<file path="src/rtl/adder_share_arb_if.sv">
// adder_share_arb_if: requester/response bundle for the shared-adder arbiter.
// master = client/consumer side, slave = arbiter side.
interface adder_share_arb_if #(
    parameter int unsigned NREQ  = 4,
    parameter int unsigned WIDTH = 16
);
    localparam int unsigned IDW = (NREQ > 1) ? $clog2(NREQ) : 1;

    logic [NREQ-1:0]       req_valid;
    logic [NREQ*WIDTH-1:0] req_a;
    logic [NREQ*WIDTH-1:0] req_b;
    logic [NREQ-1:0]       req_ready;
    logic                  rsp_valid;
    logic                  rsp_ready;
    logic [IDW-1:0]        rsp_id;
    logic [WIDTH-1:0]      rsp_sum;
    logic                  rsp_carry;

    modport master (
        output req_valid, req_a, req_b, rsp_ready,
        input  req_ready, rsp_valid, rsp_id, rsp_sum, rsp_carry
    );

    modport slave (
        input  req_valid, req_a, req_b, rsp_ready,
        output req_ready, rsp_valid, rsp_id, rsp_sum, rsp_carry
    );
endinterface

</file>
<file path="src/rtl/adder_share_arb.sv">
// adder_share_arb: round-robin arbiter sharing one WIDTH-bit adder among NREQ
// requesters; one registered, ID-tagged sum per accept.
// Optional feature macro: ADDER_SHARE_ARB_SAT_EN (clamp rsp_sum to all ones on
// carry-out; rsp_carry still reports the raw carry).
module adder_share_arb #(
    parameter int unsigned NREQ  = 4,
    parameter int unsigned WIDTH = 16
) (
    input  logic               clk,
    input  logic               reset,
    adder_share_arb_if.slave   bus
);
    localparam int unsigned IDW = (NREQ > 1) ? $clog2(NREQ) : 1;

    typedef enum logic {
        ST_IDLE = 1'b0,
        ST_HOLD = 1'b1
    } state_t;

    state_t           r_state;
    logic [IDW-1:0]   r_last_gnt;
    logic [IDW-1:0]   r_id;
    logic [WIDTH-1:0] r_sum;
    logic             r_carry;

    logic             w_can_accept;
    logic             w_found;
    logic             w_accept;
    logic [IDW-1:0]   w_gnt;
    int unsigned      w_dist;
    int unsigned      w_best;
    logic [NREQ-1:0]  w_ready;
    logic [WIDTH-1:0] w_a;
    logic [WIDTH-1:0] w_b;
    logic [WIDTH:0]   w_sum_full;

    assign w_can_accept = (r_state == ST_IDLE) || bus.rsp_ready;

    // Round-robin pick: valid requester with the smallest distance after last_gnt.
    always_comb begin
        w_gnt   = '0;
        w_found = 1'b0;
        w_best  = NREQ;
        w_dist  = 0;
        for (int i = 0; i < NREQ; i++) begin
            w_dist = (32'(i) + 2 * NREQ - 1 - 32'(r_last_gnt)) % NREQ;
            if (bus.req_valid[i] && (w_dist < w_best)) begin
                w_best  = w_dist;
                w_gnt   = IDW'(i);
                w_found = 1'b1;
            end
        end
    end

    assign w_accept = w_found && w_can_accept && !reset;

    // One-hot ready toward the granted requester; forced low during reset.
    always_comb begin
        w_ready = '0;
        for (int i = 0; i < NREQ; i++) begin
            w_ready[i] = w_accept && (w_gnt == IDW'(i));
        end
    end

    // Operand mux feeding the single shared adder.
    always_comb begin
        w_a = '0;
        w_b = '0;
        for (int i = 0; i < NREQ; i++) begin
            if (w_gnt == IDW'(i)) begin
                w_a = bus.req_a[i*WIDTH +: WIDTH];
                w_b = bus.req_b[i*WIDTH +: WIDTH];
            end
        end
    end

    assign w_sum_full = {1'b0, w_a} + {1'b0, w_b};

    // Response FSM and result registers; a new accept in HOLD replaces the result.
    always_ff @(posedge clk or posedge reset) begin
        if (reset) begin
            r_state    <= ST_IDLE;
            r_last_gnt <= IDW'(NREQ - 1);
            r_id       <= '0;
            r_sum      <= '0;
            r_carry    <= 1'b0;
        end else begin
            if (w_accept) begin
                r_state    <= ST_HOLD;
                r_last_gnt <= w_gnt;
                r_id       <= w_gnt;
                r_carry    <= w_sum_full[WIDTH];
`ifdef ADDER_SHARE_ARB_SAT_EN
                r_sum      <= w_sum_full[WIDTH] ? '1 : w_sum_full[WIDTH-1:0];
`else
                r_sum      <= w_sum_full[WIDTH-1:0];
`endif
            end else if ((r_state == ST_HOLD) && bus.rsp_ready) begin
                r_state    <= ST_IDLE;
            end
        end
    end

    assign bus.req_ready = w_ready;
    assign bus.rsp_valid = (r_state == ST_HOLD);
    assign bus.rsp_id    = r_id;
    assign bus.rsp_sum   = r_sum;
    assign bus.rsp_carry = r_carry;
endmodule

</file>
<file path="src/flat_wrapper.sv">
// flat-port wrapper written by rule: the top's interface ports become plain ports
module adder_share_arb_flat 
#(
    parameter int unsigned NREQ  = 4,
    parameter int unsigned WIDTH = 16
)
  (clk, reset, bus_req_valid, bus_req_a, bus_req_b, bus_rsp_ready, bus_req_ready, bus_rsp_valid, bus_rsp_id, bus_rsp_sum, bus_rsp_carry);
  adder_share_arb_if #(.NREQ(NREQ), .WIDTH(WIDTH)) bus_i ();
  input  logic clk;
  input  logic reset;
  input wire logic [$bits(bus_i.req_valid)-1:0] bus_req_valid;
  input wire logic [$bits(bus_i.req_a)-1:0] bus_req_a;
  input wire logic [$bits(bus_i.req_b)-1:0] bus_req_b;
  input wire logic [$bits(bus_i.rsp_ready)-1:0] bus_rsp_ready;
  output wire logic [$bits(bus_i.req_ready)-1:0] bus_req_ready;
  output wire logic [$bits(bus_i.rsp_valid)-1:0] bus_rsp_valid;
  output wire logic [$bits(bus_i.rsp_id)-1:0] bus_rsp_id;
  output wire logic [$bits(bus_i.rsp_sum)-1:0] bus_rsp_sum;
  output wire logic [$bits(bus_i.rsp_carry)-1:0] bus_rsp_carry;
  assign bus_i.req_valid = bus_req_valid;
  assign bus_i.req_a = bus_req_a;
  assign bus_i.req_b = bus_req_b;
  assign bus_i.rsp_ready = bus_rsp_ready;
  assign bus_req_ready = bus_i.req_ready;
  assign bus_rsp_valid = bus_i.rsp_valid;
  assign bus_rsp_id = bus_i.rsp_id;
  assign bus_rsp_sum = bus_i.rsp_sum;
  assign bus_rsp_carry = bus_i.rsp_carry;
  adder_share_arb #(.NREQ(NREQ), .WIDTH(WIDTH)) u_core (.clk(clk), .reset(reset), .bus(bus_i));
endmodule
</file>
<file path="config.mk">
export PLATFORM = sky130hd
export DESIGN_NAME = adder_share_arb_flat
export DESIGN_NICKNAME = d
export VERILOG_FILES = /design/src/rtl/adder_share_arb_if.sv /design/src/rtl/adder_share_arb.sv /design/src/flat_wrapper.sv
export SDC_FILE = /design/constraint.sdc
export NUM_CORES = 1
export LEC_CHECK = 0
export CAP_MARGIN = 20
export CORE_MARGIN = 2
export CORE_UTILIZATION = 42
export DETAILED_ROUTE_END_ITERATION = 12
export GPL_TIMING_DRIVEN = 0
export PLACE_DENSITY = 0.88
export SLEW_MARGIN = 10
export SYNTH_ARGS = -nofsm -noshare
export SYNTH_HDL_FRONTEND = slang
export SYNTH_SLANG_ARGS = --single-unit
</file>
<file path="constraint.sdc">
create_clock -name clk -period 8.1 [get_ports clk]
set_input_delay 2.025 -clock clk [delete_from_list [all_inputs] [get_ports clk]]
set_output_delay 2.025 -clock clk [all_outputs]
set_load 0.005 [all_outputs]
</file>
# Word level (Yosys, flattened, before mapping)
# Index checks and enable logic that the tools add are counted.
dict set report word_totals {
  ff_bits 22
  latch_bits 0
  mem_bits_rw 0
  rom_bits 0
  input_bits 135
  elab_cells 53
  memories 0
}
dict set report op_classes {
  addsub 5
  multipliers 0
  div_mod_pow 0
  order_cmp 4
  n_eq_ne 3
  shifts 0
  muxes 20
  n_bitwise 1
  n_reduce_logical 15
}
# operator n
set ops {}
lappend ops {{$mux W16} 8}
lappend ops {{$lt A2 B32 Y1} 2}
lappend ops {{$mux W32} 2}
lappend ops {{$add A16 B16 Y17} 1}
lappend ops {{$logic_and A1 B1 Y1} 11}
lappend ops {{$mux W1} 7}
lappend ops {{$eq A2 B2 Y1 const B} 2}
lappend ops {{$mux W2} 2}
lappend ops {{$sub A1 B2 Y2 const A} 2}
lappend ops {{$sub A2 B2 Y2 const A} 2}
lappend ops {{$lt A2 B3 Y1} 1}
lappend ops {{$lt A2 B3 Y1 const B} 1}
lappend ops {{$mux W3} 1}
lappend ops {{$eq A2 B1 Y1 const B} 1}
lappend ops {{$logic_not A2 Y1} 1}
lappend ops {{$reduce_bool A2 Y1} 1}
lappend ops {{$logic_not A1 Y1} 1}
lappend ops {{$logic_or A1 B1 Y1} 1}
lappend ops {{$not A1 Y1} 1}

# Longest topological paths before layout
dict set report logic_depth {
  ltp_word 19
  ltp_mapped 25
  depth_no_buf 21
}

# Worst setup path before layout
# OpenSTA, ideal clock, no wires.
dict set report synth_path {
  kind {input to register}
  from {in bus_req_valid[1]}
  to {reg u_core.r_carry, in the netlist u_core.bus.rsp_carry}
  setup_time_ns 0.131
  arrival_time_ns 6.583
  required_ns 7.969
  setup_slack_ns 1.386
  cell_stages 24
  path_buffers 4
  path_cell_list {clkbuf_1 nand2_1 o32a_1 ha_1 a21oi_1 o21ai_1 clkbuf_1 o21ai_0 ha_1 nor2_1 o21ai_0 o21ai_1 buf_2 buf_2 nand2_1 o21ai_0 ha_1 fa_1 a211oi_2 o21bai_4 a311oi_4 a31oi_4 a2111oi_4 nor3_1}
}
dict set report synth_between {
  elab_chain_len 14
  word_cells_on_any_way 28
  classes_between {add/sub: 1; order compare: 2; eq/ne: 3; mux: 16; reduce/logical: 6}
}
# item line_no
set synth_rtl {}
lappend synth_rtl {{from (decl)} flat_wrapper.sv:11} ;# input wire logic [$bits(bus_i.req_valid)-1:0] bus_req_valid;
lappend synth_rtl {{$logic_and A1 B1 Y1 *} adder_share_arb.sv:47} ;# if (bus.req_valid[i] && (w_dist < w_best)) begin
lappend synth_rtl {{$mux W32} adder_share_arb.sv:47}
lappend synth_rtl {{$lt A2 B32 Y1} adder_share_arb.sv:47}
lappend synth_rtl {{$logic_and A1 B1 Y1} adder_share_arb.sv:47}
lappend synth_rtl {{$mux W32} adder_share_arb.sv:47}
lappend synth_rtl {{$lt A2 B32 Y1} adder_share_arb.sv:47}
lappend synth_rtl {{$logic_and A1 B1 Y1} adder_share_arb.sv:47}
lappend synth_rtl {{$mux W2} adder_share_arb.sv:47}
lappend synth_rtl {{$logic_not A2 Y1} adder_share_arb.sv:70} ;# if (w_gnt == IDW'(i)) begin
lappend synth_rtl {{$mux W16 (4 in series)} adder_share_arb.sv:70}
lappend synth_rtl {{$add A16 B16 Y17} adder_share_arb.sv:77} ;# assign w_sum_full = {1'b0, w_a} + {1'b0, w_b};
lappend synth_rtl {{to (signal assigned)} adder_share_arb.sv:92} ;# r_carry <= w_sum_full[WIDTH];
lappend synth_rtl {{to (decl)} adder_share_arb.sv:24} ;# logic r_carry;
# Mark *: on every way between the ends. The rest lies on a longest branch, timed or not.
# A chain may end at the register's enable or synchronous reset.

# Worst setup path in the final report
dict set report layout_path {
  from {in bus_req_valid[1]}
  to {out bus_req_ready[0]}
}
dict set report layout_between {
  elab_chain_len 11
  word_cells_on_any_way 17
  classes_between {order compare: 2; mux: 8; reduce/logical: 7}
}
# item line_no
set layout_rtl {}
lappend layout_rtl {{$logic_and A1 B1 Y1 *} adder_share_arb.sv:47}
lappend layout_rtl {{$mux W32} adder_share_arb.sv:47}
lappend layout_rtl {{$lt A2 B32 Y1} adder_share_arb.sv:47}
lappend layout_rtl {{$logic_and A1 B1 Y1} adder_share_arb.sv:47}
lappend layout_rtl {{$mux W32} adder_share_arb.sv:47}
lappend layout_rtl {{$lt A2 B32 Y1} adder_share_arb.sv:47}
lappend layout_rtl {{$logic_and A1 B1 Y1} adder_share_arb.sv:47}
lappend layout_rtl {{$mux W1} adder_share_arb.sv:47}
lappend layout_rtl {{$logic_and A1 B1 Y1 (2 in series)} adder_share_arb.sv:55} ;# assign w_accept = w_found && w_can_accept && !reset;
lappend layout_rtl {{$logic_and A1 B1 Y1 *} adder_share_arb.sv:61} ;# w_ready[i] = w_accept && (w_gnt == IDW'(i));
lappend layout_rtl {{to (decl)} flat_wrapper.sv:15} ;# output wire logic [$bits(bus_i.req_ready)-1:0] bus_req_ready;
# Marks and branches as above.

==> flow_summary.json <==
{
  "first_pass_iters": 5,
  "h-tree-depth": 1,
  "finalMaxSlewViolations": 0,
  "via_count": 3547,
  "register_area_sq_um": 553,
  "ys_seq_area_share_pct": 20.4,
  "cap_violations": 0,
  "status": "finished, final reports clean",
  "clkTransAtPathRegs_ps": 90,
  "hold_class": "flip-flop to flip-flop",
  "grt_pass1_wl_microns": 16200,
  "synth_largest_area_cell": "dfrtp_1",
  "setup_viol": 0,
  "synth-edff-count": 0,
  "ir_worst_vdd_mv": 0.306,
  "overflow": 0,
  "die_w_microns": 84.4,
  "multi_input_area_sq_um": 2020,
  "gp_congestion": 0.890,
  "drive_gt1_share_pct": 4.04,
  "fin_skew_ps": 10.7,
  "io_buffers": 157,
  "finalHoldViolations": 0,
  "netSwitchingPower_mw": 1.09,
  "use_met3_pct": 1.87,
  "synthTopCellsByArea": "dfrtp_1 (18%), o21ai_0 (14%), nand2_1 (13%), nand3_1 (12%), ha_1 (8.3%)",
  "clock_sink_count": 22,
  "grt_pass1_vias": 3445,
  "swShare_pct": 52.1,
  "p_comb_share_pct": 86.5,
  "p_leak_nw": 1.80,
  "power_density_nw_per_um2": 474,
  "synthFlopType": "dfrtp_1",
  "cts_resized": 1,
  "ys_ff_latch": 22,
  "row_count": 29,
  "clock.fmax_mhz": 130,
  "slew_headroom_pct": 40.6,
  "cts-root-buf": "clkbuf_8",
  "grt_busiest_layer": "met2",
  "pre_cts_ws_ps": -246,
  "drtIter0Drc": 201,
  "critPathKind": "input port to output pin",
  "drc": 0,
  "wl_microns": 10200,
  "dp_hpwl_microns": 8600,
  "cp-start-kind": "input port",
  "min_period_over_period_pct": 95.0,
  "postCtsSetupRepairBufs": 0,
  "use_met1_pct": 36.3,
  "worstPathArrival_ps": 5670,
  "die-area_sq_um": 7120,
  "ios": 159,
  "fin_cells": 647,
  "die_y_microns": 84.4,
  "cts_buffer_depth": 2,
  "grt_max_degree": 24,
  "coreArea_sq_um": 6310,
  "ant_nets": 0,
  "finalCriticalPeriod_ps": 7700,
  "endpoint_kind": "output pin",
  "start_util_pct": 43.0,
  "fin_nets": 725,
  "grt_util_met2_pct": 50.4,
  "setup_ws_ps": 405,
  "fin_tns_setup_ps": 0,
  "yosysUniqueCellTypes": 43,
  "final_util_pct": 70.1,
  "antenna_found_initial": 0,
  "synth_nets": 564,
  "p_seq_share_pct": 9.6,
  "synth_cells": 410,
  "yosysTopAreaCellShare_pct": 18.4,
  "route.detailed.wl_per_inst_microns": 15.7,
  "rsz0062_at_grt": "false",
  "grtUsageTotal_pct": 27.7,
  "worstMarginPinSlew_ps": 890,
  "post-place-cells": 644,
  "cts-buffers-inserted": 3,
  "required_ps": 6080,
  "synth_area_sq_um": 2710,
  "ys_async_sr_fraction_pct": 100,
  "diodes": 0,
  "power.share.clock_pct": 3.9,
  "synth.avg_cell_area_sq_um": 6.62,
  "critical_path.max_fanout": 14,
  "syn_to_final_growth_pct": 63.2,
  "num-fill-cells": 554,
  "viasPerCell": 5.48,
  "yosysWarnings": 0,
  "clk_latency_ps": 270,
  "internal-power_mw": 1.01,
  "cts_tree": "built",
  "hold_buffers": 0
}
==> power by group through the flow <==
stage               Clock, mW  Combinational [mW]  Sequential (mW)
finish                 0.0827                1.82            0.201
global route           0.0852                2.02            0.208
CTS                    0.0820                1.80            0.202
detailed placement          0                1.78            0.204
global placement            0                1.73            0.199
floorplan                   0                1.29            0.202
==> cells in the final DEF, fill, tap and decap left out, types with 4 or more instances in the layout <==
master,netlist,final
nand3_1,66,66
o21a_1,5,5
nor2_1,14,14
nand2_1,92,92
ha_1,18,18
xor2_1,7,7
nor3b_1,4,4
xnor2_1,6,6
clkbuf_1,22,21
clkdlybuf4s50_1,0,156
clkbuf_8,0,4
dfrtp_1,20,20
o21ai_0,78,78
o21ai_1,9,9
buf_2,9,9
a21oi_1,16,16
nor3_1,5,5
==> through the flow <==
step	area (sq um)	total power [mW]	hold WS, ps
2_1_floorplan	2710	1.50	470
6_report	4430	2.10	490
4_1_cts	4430	2.08	491
3_5_place_dp	4380	1.99	471
3_3_place_gp	4380	1.93	460
5_1_grt	4430	2.31	519
==> flip-flops by register name, indices dropped and copies added (netlist names) <==
register,count
u_core.r_last_gnt,2
u_core.bus.rsp_valid,1
u_core.bus.rsp_sum,16
u_core.bus.rsp_id,2
u_core.bus.rsp_carry,1
==> worst paths after layout <==
path / slack, ps / depth (start not counted) / start / to
min in group asynchronous: 2230 / 2 / reset / u_core.bus.rsp_carry$_DFFE_PP0P_
hold reg to reg: 490 / 2 / u_core.bus.rsp_sum[12]$_DFFE_PP0P_ / u_core.bus.rsp_sum[12]$_DFFE_PP0P_
hold / removal: 490 / 2 / u_core.bus.rsp_sum[12]$_DFFE_PP0P_ / u_core.bus.rsp_sum[12]$_DFFE_PP0P_
setup reg to reg: 2080 / 22 / u_core.r_last_gnt[1]$_DFFE_PP1P_ / u_core.bus.rsp_carry$_DFFE_PP0P_
max in group asynchronous: 5310 / 2 / reset / u_core.bus.rsp_id[0]$_DFFE_PP0P_
setup / recovery: 400 / 16 / bus_req_valid[1] / bus_req_ready[0]
==> Yosys cell counts (3+ instances only) <==
master / number
a21o_1: 3
a21oi_1: 16
buf_2: 9
clkbuf_1: 22
dfrtp_1: 20
ha_1: 18
nand2_1: 92
nand2b_1: 3
nand3_1: 66
nor2_1: 14
nor3_1: 5
nor3b_1: 4
o21a_1: 5
o21ai_0: 78
o21ai_1: 9
xnor2_1: 6
xor2_1: 7
==> final cells by class <==
class                      count  area share, %
multi-input combinational    354           45.7
timing repair buffer         157           35.4
sequential                    22           12.5
buffer                        31           2.88
tap                           77           2.18
clock buffer                   4           1.24
inverter                       2          0.170
==> layer usage <==
| metal | up-vias | wire [microns] |
|---|---|---|
| met4 | 0 | 80 |
| met5 | - | 0 |
| met1 | 1621 | 4280 |
| met2 | 150 | 5160 |
| met3 | 7 | 622 |
| li1 | 1769 | - |
==> worst max-delay path: stages <==
cell,delay (ps)
clkbuf_2,260
nand2_1,100
o32a_1,320
ha_1,280
a21oi_1,70
o21ai_1,300
clkbuf_1,380
o21ai_0,160
ha_1,300
nor2_1,30
o21ai_0,130
o21ai_1,150
buf_2,200
nand3b_1,250
a21oi_1,190
clkdlybuf4s50_1,520
==> cells by family (layout without fill, tap and decap cells) <==
kind of cell	after synthesis	count (layout)	share of synthesized area, %
AO/OA/AOI/OAI	129	129	29.0
XOR/XNOR	13	13	4.20
adder cells (fa/ha/maj)	19	19	9.04
buffers and inverters	34	194	5.12
flip-flops	22	22	20.4
multiplexers	3	3	1.15
AND/OR/NAND/NOR	190	190	31.2
No activity file was read; power rests on OpenSTA's default activity.
